===== src/rtl/phy_mgmt_ctrl.sv =====
// Clause 22 MDIO management controller: sequences phy_rst_n after reset, then
// serialises register read/write commands onto mdc/mdio.
//
// state      | meaning
// RST_HOLD   | phy_rst_n held low for RST_CYCLES
// RST_WAIT   | PHY settling for POST_RST_CYCLES before init_done
// IDLE       | cmd_ready high, bus parked
// PREAMBLE   | 32 MDC cycles of ones
// FRAME      | 32 MDC cycles of ST/OP/PHYAD/REGAD/TA/DATA
module phy_mgmt_ctrl #(
  parameter int CLK_DIV         = 25,
  parameter int RST_CYCLES      = 1_000_000,
  parameter int POST_RST_CYCLES = 100_000
) (
  input  logic        sys_clk,
  input  logic        sys_rst,
  input  logic        cmd_valid,
  output logic        cmd_ready,
  input  logic        cmd_write,
  input  logic [4:0]  cmd_phy_addr,
  input  logic [4:0]  cmd_reg_addr,
  input  logic [15:0] cmd_wdata,
  output logic        rd_valid,
  output logic [15:0] rd_data,
  output logic        rd_error,
  output logic        init_done,
  output logic        phy_rst_n,
  output logic        mdc,
  output logic        mdio_o,
  output logic        mdio_oe,
  input  logic        mdio_i
);

  localparam logic [2:0] S_RST_HOLD = 3'd0;
  localparam logic [2:0] S_RST_WAIT = 3'd1;
  localparam logic [2:0] S_IDLE     = 3'd2;
  localparam logic [2:0] S_PREAMBLE = 3'd3;
  localparam logic [2:0] S_FRAME    = 3'd4;

  localparam int DIV_W = (CLK_DIV > 1) ? $clog2(CLK_DIV) : 1;
  localparam logic [DIV_W-1:0] DIV_LOAD = DIV_W'(CLK_DIV - 1);

  logic [2:0]       state;
  logic [31:0]      tmr;
  logic [DIV_W-1:0] div_cnt;
  logic [4:0]       bit_cnt;
  logic [31:0]      shreg;
  logic             is_write;
  logic [15:0]      rd_shift;
  logic             ta_err;

  assign cmd_ready = (state == S_IDLE);

  always_ff @(posedge sys_clk) begin
    rd_valid <= 1'b0;
    if (sys_rst) begin
      state     <= S_RST_HOLD;
      tmr       <= 32'(RST_CYCLES - 1);
      div_cnt   <= DIV_LOAD;
      bit_cnt   <= '0;
      shreg     <= '0;
      is_write  <= 1'b0;
      rd_shift  <= '0;
      ta_err    <= 1'b0;
      rd_data   <= '0;
      rd_error  <= 1'b0;
      init_done <= 1'b0;
      phy_rst_n <= 1'b0;
      mdc       <= 1'b0;
      mdio_o    <= 1'b1;
      mdio_oe   <= 1'b0;
    end else begin
      case (state)
        S_RST_HOLD: begin
          if (tmr == '0) begin
            phy_rst_n <= 1'b1;
            tmr       <= 32'(POST_RST_CYCLES - 1);
            state     <= S_RST_WAIT;
          end else begin
            tmr <= tmr - 32'd1;
          end
        end
        S_RST_WAIT: begin
          if (tmr == '0) begin
            init_done <= 1'b1;
            state     <= S_IDLE;
          end else begin
            tmr <= tmr - 32'd1;
          end
        end
        S_IDLE: begin
          if (cmd_valid) begin
            // read frames carry ones in TA/DATA; the driver is released there anyway
            shreg    <= {2'b01, (cmd_write ? 2'b01 : 2'b10), cmd_phy_addr, cmd_reg_addr,
                         (cmd_write ? {2'b10, cmd_wdata} : 18'h3ffff)};
            is_write <= cmd_write;
            div_cnt  <= DIV_LOAD;
            bit_cnt  <= '0;
            mdc      <= 1'b0;
            mdio_o   <= 1'b1;
            mdio_oe  <= 1'b1;
            state    <= S_PREAMBLE;
          end
        end
        S_PREAMBLE, S_FRAME: begin
          if (div_cnt != '0) begin
            div_cnt <= div_cnt - DIV_W'(1);
          end else begin
            div_cnt <= DIV_LOAD;
            if (!mdc) begin
              mdc <= 1'b1;
              if (state == S_FRAME && !is_write) begin
                if (bit_cnt == 5'd15) ta_err <= mdio_i;
                if (bit_cnt >= 5'd16) rd_shift <= {rd_shift[14:0], mdio_i};
              end
            end else begin
              mdc     <= 1'b0;
              bit_cnt <= bit_cnt + 5'd1;
              if (bit_cnt == 5'd31) begin
                if (state == S_PREAMBLE) begin
                  mdio_o  <= shreg[31];
                  mdio_oe <= 1'b1;
                  state   <= S_FRAME;
                end else begin
                  mdio_o  <= 1'b1;
                  mdio_oe <= 1'b0;
                  state   <= S_IDLE;
                  if (!is_write) begin
                    rd_valid <= 1'b1;
                    rd_data  <= rd_shift;
                    rd_error <= ta_err;
                  end
                end
              end else if (state == S_FRAME) begin
                // reads hand the bus to the PHY from the first TA bit (index 14)
                shreg   <= {shreg[30:0], 1'b0};
                mdio_o  <= shreg[30];
                mdio_oe <= is_write || (bit_cnt < 5'd13);
              end
            end
          end
        end
        default: state <= S_RST_HOLD;
      endcase
    end
  end

endmodule


===== config.mk =====
export PLATFORM = sky130hd
export DESIGN_NAME = phy_mgmt_ctrl
export DESIGN_NICKNAME = d
export VERILOG_FILES = /design/src/rtl/phy_mgmt_ctrl.sv
export SDC_FILE = /design/constraint.sdc
export NUM_CORES = 1
export LEC_CHECK = 0
export ABC_AREA = 1
export CORE_MARGIN = 2
export CORE_UTILIZATION = 57
export DETAILED_ROUTE_END_ITERATION = 8
export PLACE_DENSITY = 0.89
export SYNTH_ARGS = -nofsm -noshare
export SYNTH_HDL_FRONTEND = slang
export SYNTH_SLANG_ARGS = --single-unit

===== constraint.sdc =====
create_clock -name sys_clk -period 2.63 [get_ports sys_clk]
set_input_delay 0.6575 -clock sys_clk [delete_from_list [all_inputs] [get_ports sys_clk]]
set_output_delay 0.6575 -clock sys_clk [all_outputs]
set_load 0.01 [all_outputs]

==> impl_metrics.py <==
metrics = {
    "status": {
        "status": "complete, no violations",
    },
    "grt": {
        "grt_pass1_wl_um": 22100,
        "grt_overflow": 0,
        "grt_pass1_vias": 5016,
        "antenna_found_initial": 0,
        "grt_max_degree": 37,
        "gr-usage-all-layers": 0.243,
    },
    "worst_hold_path": {
        "hp-start": "init_done",
        "hp-class": "reg2reg",
    },
    "logic_synthesis": {
        "netlist_area_um2": 5680,
        "synthDistinctLibCells": 39,
        "synth_cells": 840,
        "ys_seq_area_frac": 0.416,
        "yosys_register_bits": 118,
        "synthFlopType": "dfxtp_1",
        "synthTopCellsByArea": "dfxtp_1 42%, nand2_1 11%, nor2_1 11%",
        "synth_top_area_share": 0.416,
        "synth_edf_count": 0,
        "yosysTopAreaCell": "dfxtp_1",
        "syn_avg_cell_area_um2": 6.76,
        "syn-num-nets": 876,
        "ys_warn_count": 0,
        "synth-async-reset-ratio": 0,
    },
    "routing": {
        "drc": 0,
        "drt_iter0_drc": 349,
        "drt_pass1_iterations": 5,
        "vias": 5401,
        "viasPerCell": 5.24,
        "wl_per_cell_um": 12.4,
        "ant_nets": 0,
        "wirelength_um": 12800,
    },
    "final_layout": {
        "fin_util": 0.704,
        "antenna_cells": 0,
        "nNetsFinal": 921,
        "n_fill_cell": 798,
        "drive_gt1_frac": 0.0803,
        "finalInstanceArea_um2": 6850,
        "final_cells": 1030,
        "area.growth.synth_to_final_pct": 20.6,
    },
    "sta": {
        "rsz0062_at_grt": "false",
        "period_share": 0.943,
        "finalHoldWorstSlack_ps": 450,
        "slew_viol_final": 0,
        "worst_slew_pin_slew_ps": 638,
        "setup_viol": 0,
        "finalSetupTns_ps": 0,
        "max_slew_margin": 0.575,
        "timing.fmax_ghz": 0.403,
        "hold_viol_final": 0,
        "finClkSkew_ps": 8.11,
        "fin_crit_ps": 2480,
    },
    "pwr": {
        "p_leak_nw": 2.70,
        "peakVddDrop_mv": 0.664,
        "p_per_area_nw_per_um2": 900,
    },
    "floorplan": {
        "die_w_um": 104,
        "die-area_um2": 10800,
        "initial_core_util": 0.584,
        "io_pins": 55,
        "fp.dieH_um": 104,
        "core.rowCount": 36,
        "core-area_um2": 9730,
    },
    "job": {
        "drv_cap": 0,
    },
    "cts": {
        "htree_levels": 4,
        "root_buffer": "clkbuf_8",
        "cts_made_buffers": 17,
        "clkTransAtPathRegs_ps": 60,
        "cts_resized": 0,
        "tritoncts": "done",
        "postCtsSetupBuffers": 0,
        "clock_sinks": 118,
        "cts.path.max_buffers": 2,
        "clock_latency_ps": 510,
        "holdBufCountCts": 0,
    },
    "setup_path": {
        "cp-start-kind": "register",
        "worst-setup-path-type": "reg2out",
        "critPathLaunch": "state[2]",
        "rr_startpoint": "bit_cnt[0]",
        "worstPathArrival_ps": 1820,
        "critPathMaxFanout": 5,
        "cp.required_ps": 1970,
        "critPathCaptureType": "output port",
    },
    "place": {
        "hpwl_um": 8360,
        "placed_cells": 999,
        "gp_congestion": 0.907,
        "post_dp_cell_area_um2": 6270,
        "place.port_buffers": 54,
    },
}
## through the flow
| stage | worst slack [ps] | power, mW |
|---|---|---|
| finish | 151 | 6.17 |
| global route | 25.9 | 6.55 |
| CTS | 76.8 | 6.18 |
| detailed placement | 341 | 3.96 |
| global placement | 390 | 3.90 |
| floorplan | 778 | 3.63 |
## logic make-up (layout without fill, tap and decap cells)
logic type,count (synthesis),after routing,synth area share
AOI/OAI and AO/OA,185,185,0.170
xor gates and xnor gates,13,13,0.0200
adders and majority gates,5,5,0.0110
buffers and inverters,112,169,0.0826
DFF,118,118,0.416
and+or+nand+nor,407,407,0.301
## where the power goes
group | leakage (nW) | total [mW] | internal, mW | switching, mW
clock network | 0.278 | 2.21 | 1.38 | 0.831
logic | 1.47 | 1.67 | 0.551 | 1.12
registers | 0.958 | 2.29 | 2.09 | 0.202
total | 2.70 | 6.17 | 4.02 | 2.15
## sequential cells by signal, summed over array words and instances (netlist names)
name	flops
mdio_o	1
mdc	1
rd_valid	1
init_done	1
tmr	32
ta_err	1
bit_cnt	5
mdio_oe	1
rd_data	16
is_write	1
state	3
div_cnt	5
shreg	32
rd_shift	16
phy_rst_n	1
rd_error	1
## Yosys cell counts, drive strengths merged (3+ instances only)
cell type / instances
buf: 17
ha: 5
nor2: 165
o21ai: 107
o211ai: 3
clkbuf: 18
nor3: 8
xnor2: 4
a21oi: 69
nand4: 7
dfxtp: 118
xor2: 9
inv: 75
or2: 5
nand3: 41
nand2: 176
## critical path: stages (launching register included)
cell and delay, ps:
dfxtp_1 360, nor2_2 140, nand2_1 120, inv_1 130, clkdlybuf4s50_1 560
## cells in the final DEF (no fill, tap or decap), types with 4 or more instances in the layout
| master | instances |
|---|---|
| clkbuf_16 | 16 |
| or2_2 | 4 |
| xor2_1 | 9 |
| dfxtp_1 | 118 |
| o21ai_0 | 92 |
| ha_1 | 5 |
| nor3_1 | 5 |
| nand4_1 | 7 |
| inv_6 | 4 |
| nand3_1 | 39 |
| nor2_1 | 160 |
| a21oi_1 | 68 |
| nand2_1 | 168 |
| nand2_2 | 7 |
| buf_4 | 6 |
| inv_1 | 66 |
| nor2_2 | 4 |
| inv_2 | 9 |
| o21ai_1 | 14 |
| xnor2_1 | 4 |
| clkdlybuf4s50_1 | 54 |
## layer usage
metal	wire, um	global-route usage	part of all wire
met1	5730	0.317	0.45
met2	6220	0.399	0.49
met3	655	0.0503	0.051
met4	167	0.0869	0.013
met5	0	0	0
## worst paths after layout
kind,end,slack (ps),depth (start not counted)
min reg2reg,init_done,450,2
max reg2reg,rd_data[0],330,10
min,init_done,450,2
max,cmd_ready,150,4
## cell type report
| cell class | instances | area [um^2] | area share |
|---|---|---|---|
| Sequential cell | 118 | 2360 | 0.345 |
| Timing Repair Buffer | 61 | 606 | 0.0884 |
| Multi-Input combinational cell | 610 | 2850 | 0.416 |
| Clock buffer | 18 | 428 | 0.0625 |
| Clock inverter | 13 | 146 | 0.0214 |
| Inverter | 77 | 289 | 0.0422 |
| Tap cell | 133 | 166 | 0.0243 |
Note: power is estimated with default switching activity, not from simulation.
